## config.mk

```make
export PLATFORM = sky130hd
export DESIGN_NAME = gmii_frame_tx
export DESIGN_NICKNAME = d
export VERILOG_FILES = /design/src/rtl/gmii_pkg.sv /design/src/rtl/crc32_d8_reg.sv /design/src/rtl/gmii_frame_tx.sv
export SDC_FILE = /design/constraint.sdc
export NUM_CORES = 1
export LEC_CHECK = 0
export BUFFER_PORTS_ARGS = -buffer_cell sky130_fd_sc_hd__buf_2
export CAP_MARGIN = 20
export CORE_UTILIZATION = 39
export CTS_BUF_LIST = sky130_fd_sc_hd__clkbuf_2 sky130_fd_sc_hd__clkbuf_4 sky130_fd_sc_hd__clkbuf_8
export DETAILED_ROUTE_END_ITERATION = 10
export MAX_ROUTING_LAYER = met4
export PLACE_DENSITY = 0.61
export SYNTH_ARGS = -nofsm -noshare
export SYNTH_HDL_FRONTEND = slang
export SYNTH_SLANG_ARGS = --single-unit
```

## constraint.sdc

```tcl
create_clock -name i_clock -period 2.6 [get_ports i_clock]
set_clock_uncertainty 0.1 [all_clocks]
set_input_delay 0.26 -clock i_clock [delete_from_list [all_inputs] [get_ports i_clock]]
set_output_delay 0.26 -clock i_clock [all_outputs]
set_load 0.01 [all_outputs]
```

## src/rtl/gmii_pkg.sv

```systemverilog
// Shared GMII framing constants, transmit state encoding and the bytewise reflected CRC-32 step.
package gmii_pkg;

    localparam logic [7:0]  GMII_PREAMBLE_BYTE = 8'h55;
    localparam logic [7:0]  GMII_SFD_BYTE      = 8'hD5;
    localparam int          GMII_PREAMBLE_LEN  = 7;
    localparam logic [31:0] CRC32_POLY_REFL    = 32'hEDB88320;
    localparam logic [31:0] CRC32_INIT         = 32'hFFFFFFFF;

    typedef enum logic [2:0] {
        IDLE,
        PREAMBLE,
        SFD,
        PAYLOAD,
        PAD,
        FCS,
        IFG,
        ERR
    } gmii_tx_state_t;

    // LSB-first Ethernet CRC, one byte per call.
    function automatic logic [31:0] crc32_d8(input logic [31:0] crc, input logic [7:0] data);
        logic [31:0] c;
        c = crc ^ {24'd0, data};
        for (int i = 0; i < 8; i++) begin
            c = c[0] ? ((c >> 1) ^ CRC32_POLY_REFL) : (c >> 1);
        end
        return c;
    endfunction

endpackage

```

## src/rtl/crc32_d8_reg.sv

```systemverilog
// Registered byte-wide CRC-32 accumulator; shared by the GMII transmit framer and receive checker.
module crc32_d8_reg
    import gmii_pkg::*;
(
    input  logic        clock,
    input  logic        reset,
    input  logic        init,
    input  logic        enable,
    input  logic [7:0]  data,
    output logic [31:0] crc
);

    always_ff @(posedge clock or posedge reset) begin
        if (reset) begin
            crc <= CRC32_INIT;
        end else if (init) begin
            crc <= CRC32_INIT;
        end else if (enable) begin
            crc <= crc32_d8(crc, data);
        end
    end

endmodule

```

## src/rtl/gmii_frame_tx.sv

```systemverilog
// GMII transmit framer: preamble/SFD, payload, zero pad, FCS and inter-frame gap at 1000 Mb/s.
// Optional counters are built when GMII_FRAME_TX_STATS_EN is defined.
//
// state    | meaning
// IDLE     | waiting for tvalid; CRC and byte count held at init
// PREAMBLE | 0x55 bytes on the pins
// SFD      | 0xD5 on the pins; byte 0 accepted here
// PAYLOAD  | accepted bytes forwarded and added to the CRC
// PAD      | zero bytes until the minimum length is reached
// FCS      | inverted CRC, least significant byte first
// IFG      | tx_en low for the gap time
// ERR      | underflow marked on the pins, remaining bytes drained
module gmii_frame_tx
    import gmii_pkg::*;
#(
    parameter int P_MIN_PAYLOAD_LEN = 60,
    parameter int P_IFG_BYTES       = 12
) (
    input  logic        i_clock,
    input  logic        i_reset,
    input  logic [7:0]  i_s_tdata,
    input  logic        i_s_tvalid,
    output logic        o_s_tready,
    input  logic        i_s_tlast,
    input  logic        i_s_tuser,
    output logic [7:0]  o_gmii_tx_d,
    output logic        o_gmii_tx_en,
    output logic        o_gmii_tx_er,
    output logic        o_busy,
    output logic        o_underflow
`ifdef GMII_FRAME_TX_STATS_EN
    ,
    output logic [31:0] o_stat_frames,
    output logic [31:0] o_stat_bytes,
    output logic [15:0] o_stat_errors
`endif
);

    gmii_tx_state_t state_q, state_nxt;
    logic [2:0]  phase_q, phase_nxt;
    logic [15:0] byte_cnt_q, byte_cnt_nxt, byte_cnt_inc;
    logic [7:0]  ifg_q, ifg_nxt;
    logic [7:0]  tx_d_nxt;
    logic        tx_en_nxt, tx_er_nxt, uf_nxt;
    logic        crc_init, crc_en;
    logic [7:0]  crc_data;
    logic [31:0] crc, fcs_word;
    logic [7:0]  fcs_byte;

    crc32_d8_reg u_crc (
        .clock  (i_clock),
        .reset  (i_reset),
        .init   (crc_init),
        .enable (crc_en),
        .data   (crc_data),
        .crc    (crc)
    );

    assign byte_cnt_inc = (byte_cnt_q == 16'hFFFF) ? byte_cnt_q : byte_cnt_q + 16'd1;
    assign fcs_word     = ~crc;
    assign o_busy       = (state_q != IDLE);

    // phase counts down 3..0 through the FCS, so 3 selects the low byte
    always_comb begin
        case (phase_q[1:0])
            2'd3:    fcs_byte = fcs_word[7:0];
            2'd2:    fcs_byte = fcs_word[15:8];
            2'd1:    fcs_byte = fcs_word[23:16];
            default: fcs_byte = fcs_word[31:24];
        endcase
    end

    always_ff @(posedge i_clock or posedge i_reset) begin
        if (i_reset) begin
            state_q      <= IDLE;
            phase_q      <= '0;
            byte_cnt_q   <= '0;
            ifg_q        <= '0;
            o_gmii_tx_d  <= 8'h00;
            o_gmii_tx_en <= 1'b0;
            o_gmii_tx_er <= 1'b0;
            o_underflow  <= 1'b0;
        end else begin
            state_q      <= state_nxt;
            phase_q      <= phase_nxt;
            byte_cnt_q   <= byte_cnt_nxt;
            ifg_q        <= ifg_nxt;
            o_gmii_tx_d  <= tx_d_nxt;
            o_gmii_tx_en <= tx_en_nxt;
            o_gmii_tx_er <= tx_er_nxt;
            o_underflow  <= uf_nxt;
        end
    end

    // Output decisions here land on the pins in the following cycle.
    always_comb begin
        state_nxt    = state_q;
        phase_nxt    = phase_q;
        byte_cnt_nxt = byte_cnt_q;
        ifg_nxt      = ifg_q;
        tx_d_nxt     = 8'h00;
        tx_en_nxt    = 1'b0;
        tx_er_nxt    = 1'b0;
        uf_nxt       = 1'b0;
        crc_init     = 1'b0;
        crc_en       = 1'b0;
        crc_data     = i_s_tdata;
        o_s_tready   = 1'b0;

        case (state_q)
            IDLE: begin
                crc_init     = 1'b1;
                byte_cnt_nxt = '0;
                if (i_s_tvalid) begin
                    tx_d_nxt  = GMII_PREAMBLE_BYTE;
                    tx_en_nxt = 1'b1;
                    phase_nxt = 3'(GMII_PREAMBLE_LEN - 1);
                    state_nxt = PREAMBLE;
                end
            end
            PREAMBLE: begin
                tx_en_nxt = 1'b1;
                if (phase_q == 3'd0) begin
                    tx_d_nxt  = GMII_SFD_BYTE;
                    state_nxt = SFD;
                end else begin
                    tx_d_nxt  = GMII_PREAMBLE_BYTE;
                    phase_nxt = phase_q - 3'd1;
                end
            end
            SFD, PAYLOAD: begin
                o_s_tready = 1'b1;
                tx_en_nxt  = 1'b1;
                if (i_s_tvalid) begin
                    tx_d_nxt     = i_s_tdata;
                    tx_er_nxt    = i_s_tuser;
                    crc_en       = 1'b1;
                    byte_cnt_nxt = byte_cnt_inc;
                    state_nxt    = PAYLOAD;
                    if (i_s_tlast) begin
                        phase_nxt = 3'd3;
                        state_nxt = (int'(byte_cnt_q) + 1 < P_MIN_PAYLOAD_LEN) ? PAD : FCS;
                    end
                end else begin
                    tx_er_nxt = 1'b1;
                    uf_nxt    = 1'b1;
                    state_nxt = ERR;
                end
            end
            PAD: begin
                tx_en_nxt    = 1'b1;
                crc_en       = 1'b1;
                crc_data     = 8'h00;
                byte_cnt_nxt = byte_cnt_inc;
                if (int'(byte_cnt_q) + 1 >= P_MIN_PAYLOAD_LEN) begin
                    phase_nxt = 3'd3;
                    state_nxt = FCS;
                end
            end
            FCS: begin
                tx_en_nxt = 1'b1;
                tx_d_nxt  = fcs_byte;
                if (phase_q == 3'd0) begin
                    ifg_nxt   = 8'(P_IFG_BYTES - 1);
                    state_nxt = IFG;
                end else begin
                    phase_nxt = phase_q - 3'd1;
                end
            end
            IFG: begin
                if (ifg_q == 8'd0) begin
                    state_nxt = IDLE;
                end else begin
                    ifg_nxt = ifg_q - 8'd1;
                end
            end
            ERR: begin
                o_s_tready = 1'b1;
                if (i_s_tvalid && i_s_tlast) begin
                    ifg_nxt   = 8'(P_IFG_BYTES - 1);
                    state_nxt = IFG;
                end
            end
            default: state_nxt = IDLE;
        endcase
    end

`ifdef GMII_FRAME_TX_STATS_EN
    logic frame_err_q;
    logic tuser_first, frame_done;

    assign tuser_first = (state_q == SFD || state_q == PAYLOAD) && i_s_tvalid && i_s_tuser && !frame_err_q;
    assign frame_done  = (state_q == FCS) && (phase_q == 3'd0) && !frame_err_q;

    always_ff @(posedge i_clock or posedge i_reset) begin
        if (i_reset) begin
            frame_err_q   <= 1'b0;
            o_stat_frames <= '0;
            o_stat_bytes  <= '0;
            o_stat_errors <= '0;
        end else begin
            if (state_q == IDLE) begin
                frame_err_q <= 1'b0;
            end else if (tuser_first) begin
                frame_err_q <= 1'b1;
            end
            if (frame_done) o_stat_frames <= o_stat_frames + 32'd1;
            if (crc_en)     o_stat_bytes  <= o_stat_bytes + 32'd1;
            if (tuser_first || uf_nxt) o_stat_errors <= o_stat_errors + 16'd1;
        end
    end
`endif

endmodule

```

==> results.cfg <==
[run_status]
status = complete, but fails checks
violations = design-rule violations

[detailed_routing]
drt_pass1_iterations = 7
via_per_inst = 5.49
final_antenna_net_count = 0
wire_per_inst_um = 16.4
route.detailed.drc = 3
vias = 3903
wl_um = 11700
drtIter0Drc = 245

[clocking]
cts.sinks = 73
clkSlewWorstSetupHoldPaths_ns = 0.08
clock_latency_ns = 0.37
numCtsBuffers = 9
cts_buffer_depth = 2
h-tree-depth = 3
cts_tree = done
clockRootBuffer = clkbuf_8

[floorplan]
die_w_um = 112
rows = 39
initial_utilization_pct = 40.6
die_h_um = 112
pin_count = 26
die-area_um2 = 12500
core-area_um2 = 11600

[placed_design]
dp_hpwl_um = 8240
gp_congestion = 0.847
place_area_um2 = 5150
io_buffers = 25

[cells_and_area]
fin_area_um2 = 5410
final_cell_mix = nor2_1 (50), nand2_1 (41), a21oi_1 (41), dfrtp_1 (41), xnor2_1 (39)
multi_input_area_um2 = 2690
seq_area_um2 = 1870
antenna-diode-count = 0
drive_gt1_share_pct = 22.7
fill_cells = 1112
layout_commonest_cell = nor2_1
layout.nets = 588
area_growth_pct = 15.2

[power_and_ir_drop]
powerDensity_nw_per_um2 = 1670
total_power_mw = 9.03
p_leak_nw = 2.29
ir_drop_uv = 918

[yosys]
ys_seq_area_share_pct = 39.8
ys.flop_type = dfrtp_1
ys_ff_latch = 73
synthArstFlopShare_pct = 100
syn-num-nets = 543
syn_inst = 518
ys_warn_count = 0
synth_area_um2 = 4690
synth_edf_count = 0
yosysUniqueCellTypes = 58
syn_avg_cell_area_um2 = 9.06

[timing]
relSlewSlack_pct = 50.2
hold_viol = 0
setup_violations = 0
fmax_ghz = 0.402
slew_viol_final = 0
finalSetupTns_ns = 0
tightest_slew_ns = 0.741
fin_crit_ns = 2.49
min_period_over_period_pct = 95.6
rsz0062_at_grt = false

[flow_run]
cap_violations = 0

[global_routing]
antenna_found_initial = 0
grt_pass1_wl_um = 19800
grt_overflow = 0
grtUsageTotal_pct = 20.7
grt_pass1_vias = 3940
grt_max_degree = 39

[min_path]
whs_path_depth = 3
hold_class = in -> reg

[worst_setup_path]
reg2reg_depth = 8
cp-start-kind = flop
required_ns = 2.76
critPathCaptureType = flop
crit_fanout = 8
arrival_ns = 2.64
path_class = reg -> reg
==> where the power goes <==
| part | internal [mW] | switching, mW |
|---|---|---|
| clock | 0.543 | 0.437 |
| sequential | 1.76 | 0.307 |
| combinational | 2.65 | 3.33 |
| total | 4.95 | 4.08 |
==> worst paths after layout <==
kind / startpoint / slack (ns) / end
max: byte_cnt_q[0] / 0.11 / phase_q[1]
min: i_s_tuser / 0.04 / o_gmii_tx_er
max reg2reg: byte_cnt_q[0] / 0.11 / phase_q[1]
min reg2reg: u_crc.crc[21] / 0.39 / u_crc.crc[21]
max in group asynchronous: i_reset / 1.22 / u_crc.crc[14]
min in group asynchronous: i_reset / 0.45 / phase_q[0]
==> critical path, cell delays in order (launching register included) <==
cell       delay [ns]
dfrtp_1          0.38
buf_4            0.15
and4_2           0.30
nor4_1           0.24
nor3_1           0.08
a2111oi_1        0.39
nand3_1          0.17
o21ba_2          0.26
mux2_2           0.28
==> registers in the layout, summed over array words and instances (netlist names) <==
signal and cells:
u_crc.crc 32, ifg_q 8, byte_cnt_q 16, phase_q 3, state_q 3, o_gmii_tx_d 8, o_gmii_tx_en 1, o_gmii_tx_er 1
o_underflow 1
==> logic make-up after synthesis <==
family          synth area share [%]
fa+ha+maj                       3.20
simple gates                    17.8
buf+inv                         3.70
mux                             1.09
flops                           39.8
xor+xnor                        14.6
compound gates                  19.9
==> routing by layer <==
| metal | share of wire (%) | vias to the layer above | wire [µm] | global-route usage, % |
|---|---|---|---|---|
| met4 | 1.6 | 0 | 187 | 7.39 |
| met1 | 47 | 1926 | 5420 | 26.4 |
| met2 | 48 | 56 | 5560 | 32.1 |
| li1 | - | 1908 | - | - |
| met5 | 0 | - | 0 | - |
| met3 | 4.2 | 13 | 488 | 4.68 |
==> area by class of cell <==
cell class	count	area share (%)
tap	143	3.31
inverter	22	1.53
clock buffer	14	3.33
timing repair buffer	56	6.94
clock inverter	2	0.648
sequential	73	34.5
multi-input combinational	401	49.7
==> synth_stat cells (12+ instances only) <==
| master | count | area, µm² |
|---|---|---|
| nand2_1 | 41 | 154 |
| xor2_1 | 24 | 210 |
| a21oi_1 | 43 | 215 |
| inv_1 | 20 | 75.1 |
| dfstp_2 | 32 | 841 |
| o21ai_0 | 33 | 165 |
| nor2_1 | 50 | 188 |
| nor2b_1 | 14 | 87.6 |
| clkbuf_1 | 19 | 71.3 |
| ha_1 | 12 | 150 |
| xnor2_1 | 40 | 350 |
| dfrtp_1 | 41 | 1030 |
==> metrics by stage <==
step / hold WS, ns / util [%] / std cells / setup slack, ns
after CTS: 0.0240 / 46.5 / 711 / 0.00520
final: 0.0374 / 46.8 / 711 / 0.114
after detailed placement: 0.321 / 44.5 / 693 / 0.00781
after global routing: 0.0461 / 46.8 / 711 / 0.0136
after floorplan: 0.240 / - / 518 / 0.0809
after global placement: 0.311 / 44.5 / 693 / 0.0835
==> repair_timing <==
action,4_1_cts,5_1_grt
resized for setup,1,7
buffers inserted,0,0
hold buffers,2,0
setup endpoints to repair,1,14
pin swaps,0,0
endpoints found under the hold margin,30,0
Power figures use the tool's default switching activity.
